**config.mk**
```make
export PLATFORM = sky130hd
export DESIGN_NAME = pipe_reg_flat
export DESIGN_NICKNAME = d
export VERILOG_FILES = /design/src/rtl/pipe_reg_pkg.sv /design/src/rtl/pipe_reg_if.sv /design/src/rtl/pipe_reg_slot.sv /design/src/rtl/pipe_reg.sv /design/src/flat_wrapper.sv
export SDC_FILE = /design/constraint.sdc
export NUM_CORES = 1
export LEC_CHECK = 0
export CAP_MARGIN = 40
export CORE_MARGIN = 5
export CORE_UTILIZATION = 34
export CTS_CLUSTER_SIZE = 14
export DETAILED_ROUTE_END_ITERATION = 8
export PLACE_DENSITY = 0.75
export SETUP_SLACK_MARGIN = 0.2
export SKIP_LAST_GASP = 1
export SLEW_MARGIN = 5
export SYNTH_ARGS = -nofsm -noshare
export SYNTH_HDL_FRONTEND = slang
export SYNTH_SLANG_ARGS = --single-unit
```
**constraint.sdc**
```tcl
create_clock -name clk -period 1.65 [get_ports clk]
set_clock_uncertainty 0.15 [all_clocks]
set_input_delay 0.2475 -clock clk [delete_from_list [all_inputs] [get_ports clk]]
set_output_delay 0.2475 -clock clk [all_outputs]
set_load 0.1 [all_outputs]
```
**src/rtl/pipe_reg_pkg.sv**
```systemverilog
// pipe_reg_pkg
//   Shared types for the pipeline-stage register.
//   - STATE_W      : width of the stage state encoding
//   - pipe_state_e : occupancy of the stage
//       PIPE_EMPTY : nothing held
//       PIPE_BUSY  : main entry valid
//       PIPE_FULL  : main and skid entries valid (skid build only)
//   Build option: PIPE_REG_SKID_EN (see pipe_reg.sv).
package pipe_reg_pkg;

  localparam int STATE_W = 2;

  typedef enum logic [STATE_W-1:0] {
    PIPE_EMPTY = 2'd0,
    PIPE_BUSY  = 2'd1,
    PIPE_FULL  = 2'd2
  } pipe_state_e;

endpackage : pipe_reg_pkg

```
**src/rtl/pipe_reg_if.sv**
```systemverilog
// pipe_reg_if
//   One valid/ready/data channel between two pipeline stages.
//   Parameters:
//     WIDTH : payload width in bits
//   Signals:
//     valid : producer holds a beat
//     ready : consumer can take the beat
//     data  : payload
//   Modports:
//     master : producer side (drives valid/data, samples ready)
//     slave  : consumer side (samples valid/data, drives ready)
interface pipe_reg_if #(
  parameter int WIDTH = 32
);

  logic             valid;
  logic             ready;
  logic [WIDTH-1:0] data;

  modport master (output valid, output data, input ready);
  modport slave  (input valid, input data, output ready);

endinterface : pipe_reg_if

```
**src/rtl/pipe_reg_slot.sv**
```systemverilog
// pipe_reg_slot
//   WIDTH-bit data register with load enable and asynchronous,
//   active-high reset to RESET_VAL. Used for the main entry and, in the
//   skid build, the skid entry of pipe_reg.
//   Ports:
//     clk  : rising-edge clock
//     rst  : async active-high reset
//     i_ld : load enable
//     i_d  : data to load
//     o_q  : registered data
module pipe_reg_slot #(
  parameter int               WIDTH     = 32,
  parameter logic [WIDTH-1:0] RESET_VAL = '0
) (
  input  logic             clk,
  input  logic             rst,
  input  logic             i_ld,
  input  logic [WIDTH-1:0] i_d,
  output logic [WIDTH-1:0] o_q
);

  logic [WIDTH-1:0] r_q;

  always_ff @(posedge clk or posedge rst) begin
    if (rst)       r_q <= RESET_VAL;
    else if (i_ld) r_q <= i_d;
  end

  assign o_q = r_q;

endmodule : pipe_reg_slot

```
**src/rtl/pipe_reg.sv**
```systemverilog
// pipe_reg
//   Pipeline-stage register with valid/ready handshake, global stall and
//   synchronous flush. Sits between CPU stages (IF/ID, ID/EX, ...).
//
//   Build option:
//     PIPE_REG_SKID_EN defined   : two entries (main + skid); in_ready is
//                                  a function of state flops and ld only,
//                                  so out_ready has no comb path upstream.
//     PIPE_REG_SKID_EN undefined : single entry; in_ready is combinational
//                                  from downstream ready.
//
//   Parameters:
//     WIDTH     : payload width
//     RESET_VAL : out_data value after reset
//   Ports:
//     clk   : rising-edge clock
//     rst   : async active-high reset
//     ld    : stage enable, 0 = stall (no transfers, state frozen)
//     flush : synchronous squash of all held entries (wins over everything)
//     up    : upstream channel   (in_valid / in_ready / in_data)
//     dn    : downstream channel (out_valid / out_ready / out_data)
module pipe_reg
  import pipe_reg_pkg::*;
#(
  parameter int               WIDTH     = 32,
  parameter logic [WIDTH-1:0] RESET_VAL = '0
) (
  input  logic       clk,
  input  logic       rst,
  input  logic       ld,
  input  logic       flush,
  pipe_reg_if.slave  up,
  pipe_reg_if.master dn
);

  pipe_state_e      r_state;
  pipe_state_e      w_state_nxt;

  logic             w_in_ready;
  logic             w_out_valid;
  logic             w_in_xfer;
  logic             w_out_xfer;
  logic             w_main_ld;
  logic [WIDTH-1:0] w_main_d;
  logic [WIDTH-1:0] w_main_q;

`ifdef PIPE_REG_SKID_EN
  logic             w_skid_ld;
  logic             w_main_from_skid;
  logic [WIDTH-1:0] w_skid_q;
`endif

  // ---------------------------------------------------------------------
  // Handshake. Stall (ld=0) masks both sides so no transfer can happen
  // and the FSM below sees neither transfer.
  // ---------------------------------------------------------------------
  assign w_out_valid = ld & (r_state != PIPE_EMPTY);

`ifdef PIPE_REG_SKID_EN
  // Registered-only ready: the skid entry absorbs the one beat that is
  // in flight when downstream drops ready.
  assign w_in_ready = ld & (r_state != PIPE_FULL);
`else
  // Single entry: can only take a beat if empty or the held beat leaves
  // this same cycle.
  assign w_in_ready = ld & ((r_state == PIPE_EMPTY) | dn.ready);
`endif

  assign w_in_xfer  = up.valid & w_in_ready;
  assign w_out_xfer = w_out_valid & dn.ready;

  // ---------------------------------------------------------------------
  // State register
  // ---------------------------------------------------------------------
  always_ff @(posedge clk or posedge rst) begin
    if (rst) r_state <= PIPE_EMPTY;
    else     r_state <= w_state_nxt;
  end

  // ---------------------------------------------------------------------
  // Next state and data-load controls. Flush drops every valid and any
  // coincident input beat, but leaves the data registers untouched so
  // out_data keeps showing the last main value.
  // ---------------------------------------------------------------------
  always_comb begin
    w_state_nxt      = r_state;
    w_main_ld        = 1'b0;
`ifdef PIPE_REG_SKID_EN
    w_skid_ld        = 1'b0;
    w_main_from_skid = 1'b0;
`endif
    if (flush) begin
      w_state_nxt = PIPE_EMPTY;
    end else begin
      case (r_state)
        PIPE_EMPTY: begin
          if (w_in_xfer) begin
            w_state_nxt = PIPE_BUSY;
            w_main_ld   = 1'b1;
          end
        end
        PIPE_BUSY: begin
          if (w_in_xfer && w_out_xfer) begin
            // pass-through: old beat leaves, new beat replaces it
            w_main_ld = 1'b1;
          end else if (w_out_xfer) begin
            w_state_nxt = PIPE_EMPTY;
          end
`ifdef PIPE_REG_SKID_EN
          else if (w_in_xfer) begin
            // downstream stalled: park the new beat behind main
            w_state_nxt = PIPE_FULL;
            w_skid_ld   = 1'b1;
          end
`endif
        end
`ifdef PIPE_REG_SKID_EN
        PIPE_FULL: begin
          // in_ready is low here, so only the drain side can move
          if (w_out_xfer) begin
            w_state_nxt      = PIPE_BUSY;
            w_main_ld        = 1'b1;
            w_main_from_skid = 1'b1;
          end
        end
`endif
        default: w_state_nxt = PIPE_EMPTY;
      endcase
    end
  end

  // ---------------------------------------------------------------------
  // Data path
  // ---------------------------------------------------------------------
`ifdef PIPE_REG_SKID_EN
  assign w_main_d = w_main_from_skid ? w_skid_q : up.data;

  pipe_reg_slot #(
    .WIDTH     (WIDTH),
    .RESET_VAL (RESET_VAL)
  ) u_skid (
    .clk  (clk),
    .rst  (rst),
    .i_ld (w_skid_ld),
    .i_d  (up.data),
    .o_q  (w_skid_q)
  );
`else
  assign w_main_d = up.data;
`endif

  pipe_reg_slot #(
    .WIDTH     (WIDTH),
    .RESET_VAL (RESET_VAL)
  ) u_main (
    .clk  (clk),
    .rst  (rst),
    .i_ld (w_main_ld),
    .i_d  (w_main_d),
    .o_q  (w_main_q)
  );

  // ---------------------------------------------------------------------
  // Outputs. out_data is always the main register, so it is stable while
  // a beat waits for downstream.
  // ---------------------------------------------------------------------
  assign up.ready = w_in_ready;
  assign dn.valid = w_out_valid;
  assign dn.data  = w_main_q;

endmodule : pipe_reg

```
**src/flat_wrapper.sv**
```systemverilog
// flat-port wrapper written by rule: the top's interface ports become plain ports
module pipe_reg_flat import pipe_reg_pkg::*;
#(
  parameter int               WIDTH     = 32,
  parameter logic [WIDTH-1:0] RESET_VAL = '0
)
  (clk, rst, ld, flush, up_valid, up_data, up_ready, dn_valid, dn_data, dn_ready);
  pipe_reg_if #(.WIDTH(WIDTH)) up_i ();
  pipe_reg_if #(.WIDTH(WIDTH)) dn_i ();
  input  logic clk;
  input  logic rst;
  input  logic ld;
  input  logic flush;
  input wire logic [$bits(up_i.valid)-1:0] up_valid;
  input wire logic [$bits(up_i.data)-1:0] up_data;
  output wire logic [$bits(up_i.ready)-1:0] up_ready;
  output wire logic [$bits(dn_i.valid)-1:0] dn_valid;
  output wire logic [$bits(dn_i.data)-1:0] dn_data;
  input wire logic [$bits(dn_i.ready)-1:0] dn_ready;
  assign up_i.valid = up_valid;
  assign up_i.data = up_data;
  assign up_ready = up_i.ready;
  assign dn_valid = dn_i.valid;
  assign dn_data = dn_i.data;
  assign dn_i.ready = dn_ready;
  pipe_reg #(.WIDTH(WIDTH), .RESET_VAL(RESET_VAL)) u_core (.clk(clk), .rst(rst), .ld(ld), .flush(flush), .up(up_i), .dn(dn_i));
endmodule
```
==> flow_summary.json <==
{
  "outcome": "completed",
  "numPortBuffers": 71,
  "synthAdderAreaFrac": 0,
  "synth_fp_nets": 115,
  "synth_ff_type": "dfrtp_1",
  "via_per_inst": 4.84,
  "clkSinkCount": 33,
  "clk_pin_slew_ns": 0.07,
  "finalCriticalPeriod_ns": 1.63,
  "p_comb_frac": 0.551,
  "fin_crit_sh": 0.990,
  "p_leak_uw": 0.00127,
  "p_int_uw": 2420,
  "pwr-share-clk": 0.180,
  "synth_cells": 77,
  "start_util": 0.350,
  "tightest_slew_ns": 0.248,
  "path_class": "flip-flop to output pin",
  "insertion_delay_ns": 0.29,
  "ys_ff_latch": 33,
  "finalHoldViolations": 0,
  "drcViolationCount": 0,
  "crit_fanout": 2,
  "antenna_found_initial": 0,
  "synth_common_cells": "dfrtp_1 (33), mux2_2 (30), buf_6 (3), nand2_1 (3), mux2_1 (2)",
  "ys_warn_count": 0,
  "syn2layout_area_growth_pct": 117,
  "wirelength_um": 4030,
  "reg2reg_depth": 5,
  "fin_util": 0.759,
  "fmax_mhz": 612,
  "power_switching_share": 0.442,
  "cp_common_cell": "nor2b_4",
  "place_hpwl_um": 2710,
  "cts_root_buffer": "clkbuf_8",
  "synth_top_cell_area_share": 0.644,
  "die_h_um": 71.4,
  "drtPass1Iterations": 4,
  "io_pins": 72,
  "holdWs_ns": 0.143,
  "setup_viol": 0,
  "cp-end-kind": "output pin",
  "synth.area.mux_share": 0.281,
  "dieWidth_um": 71.4,
  "synth_edf_count": 0,
  "synth_top_family_by_area": "multiplexers",
  "dr.first_iter.drc_count": 34,
  "placed_cells": 198,
  "hold_path_class": "input port to asynchronous set/reset pin",
  "final_cells": 213,
  "timing.max_cap.violations": 0,
  "power_density_mw_per_mm2": 1560,
  "nets": 202,
  "place.gp.congestion": 0.781,
  "rows": 22,
  "die_area_sq_mm": 0.00510,
  "rsz0062_at_grt": "yes",
  "finalSetupTns_ns": 0,
  "cp.required_ns": 1.25,
  "peakVddDrop_mv": 0.974,
  "yosysTopAreaCell": "dfrtp_1",
  "htreeDepth": 2,
  "seqPwrFrac": 0.268,
  "maxSlewHeadroom": 0.834,
  "cts.path.max_buffers": 2,
  "synth_compound_area_frac": 0.00390,
  "grt_max_degree": 21,
  "cpPeakStageDelay_ns": 0.38,
  "grt_pass1_wl_um": 6230,
  "numCtsBuffers": 5,
  "grt.total_usage": 0.163,
  "path_cells": "nor2b_4 -> buf_6 -> nor2b_4 -> buf_12",
  "yosysMostFrequentCell": "dfrtp_1",
  "cpMaxStageDelayCell": "dfrtp_1",
  "n_antenna_cell": 0,
  "synthXorXnorAreaFrac": 0,
  "yosysUniqueCellTypes": 11,
  "arrival_ns": 1.24,
  "yosys.area_share.simple": 0.0420,
  "ant_nets": 0,
  "seq_area_frac_synth": 0.644,
  "synthTopCellsByArea": "dfrtp_1 (64%), mux2_2 (26%), buf_6 (2.6%), mux2_1 (1.8%), nor3_4 (1.3%)",
  "vias": 1031,
  "synth_area_sq_mm": 0.00128,
  "grt-ovfl-total": 0,
  "r2r-end": "u_core.u_main.o_q[7]",
  "slew_viol_final": 0,
  "start_kind": "flip-flop",
  "p_sw_uw": 1910,
  "synthArstFlopShare": 1.00,
  "reg2reg_slack_ns": 0.07,
  "r2r-start": "u_core.r_state[0]",
  "postSynthAreaPerCell_sq_um": 16.7,
  "core_sq_mm": 0.00366,
  "cts_tree": "done",
  "layout-drive-gt1-share": 0.545,
  "wl_per_cell_um": 18.9,
  "grt_pass1_vias": 1194
}
-- cell type report --
class	count	area, sq um
timing repair buffer	83	1230
sequential	33	826
multi-input combinational	40	548
tap	48	60.1
clock buffer	7	86.3
clock inverter	1	30.0
fill	202	881
inverter	1	3.75
-- cell families after synthesis --
kind of cell,after synthesis
muxes,32
and+or+nand+nor,7
AOI/OAI and AO/OA,1
buffers and inverters,4
DFF,33
-- per-layer routing --
metal / share of wire / up-vias / global-route usage
met5: 0 / - / 0
met3: 0.086 / 13 / 0.0785
met1: 0.34 / 517 / 0.157
li1: - / 441 / -
met4: 0.035 / 0 / 0.0543
met2: 0.54 / 60 / 0.302
-- worst max-delay path, delay by kind of cell, from the launching register on --
| family | cells | cell delay (ns) |
|---|---|---|
| simple gates | 2 | 0.27 |
| flops | 1 | 0.38 |
| buf+inv | 2 | 0.30 |
-- worst max path at each step --
stage | startpoint | end | slack, ns | cells after the start
2_1_floorplan | u_core.r_state[0] | u_core.u_main.o_q[11] | 0.10 | 4
3_3_place_gp | dn_ready | u_core.u_main.o_q[13] | -0.22 | 5
3_5_place_dp | dn_ready | u_core.u_main.o_q[18] | -0.29 | 5
4_1_cts | u_core.r_state[0] | up_ready | 0.03 | 4
5_1_grt | u_core.r_state[0] | up_ready | -0.02 | 4
6_report | u_core.r_state[0] | up_ready | 0.02 | 4
-- power groups by stage --
stage	Clock (uW)	Sequential [uW]	Combinational, uW
finish	781	1160	2390
global route	834	1180	2440
CTS	791	1150	2320
detailed placement	0	1170	2260
global placement	0	1150	2240
floorplan	0	2250	206
-- cells in the final DEF, fill, tap and decap left out, types with 2 or more instances in the layout --
cell / synthesis / routed
dlygate4sd2_1: 0 / 2
buf_6: 3 / 4
nand2_1: 3 / 2
mux2_4: 0 / 31
clkbuf_8: 0 / 6
nor2b_4: 1 / 2
dfrtp_1: 33 / 33
clkdlybuf4s50_1: 0 / 34
buf_12: 0 / 35
buf_16: 0 / 2
buf_4: 0 / 4
-- per-stage QoR --
step                cell area [sq um]  worst slack (ns)  power, uW
floorplan                        1290             0.102       2460
global placement                 2420            -0.224       3390
detailed placement               2420            -0.286       3430
CTS                              2660            0.0257       4260
global route                     2780           -0.0210       4460
finish                           2780            0.0165       4330
-- registers in the layout, summed over array words and instances (netlist names) --
signal and flops:
u_core.r_state 1, u_core.u_main.o_q 32
-- what timing repair did --
| item | 4_1_cts | 5_1_grt |
|---|---|---|
| buffers inserted | 3 | 1 |
| hold buffers | 0 | 0 |
| gates cloned | 2 | 1 |
| pin swaps | 0 | 2 |
| resized for setup | 17 | 25 |
| endpoints found under the setup margin | 34 | 34 |
(Power assumes the default switching activity.)
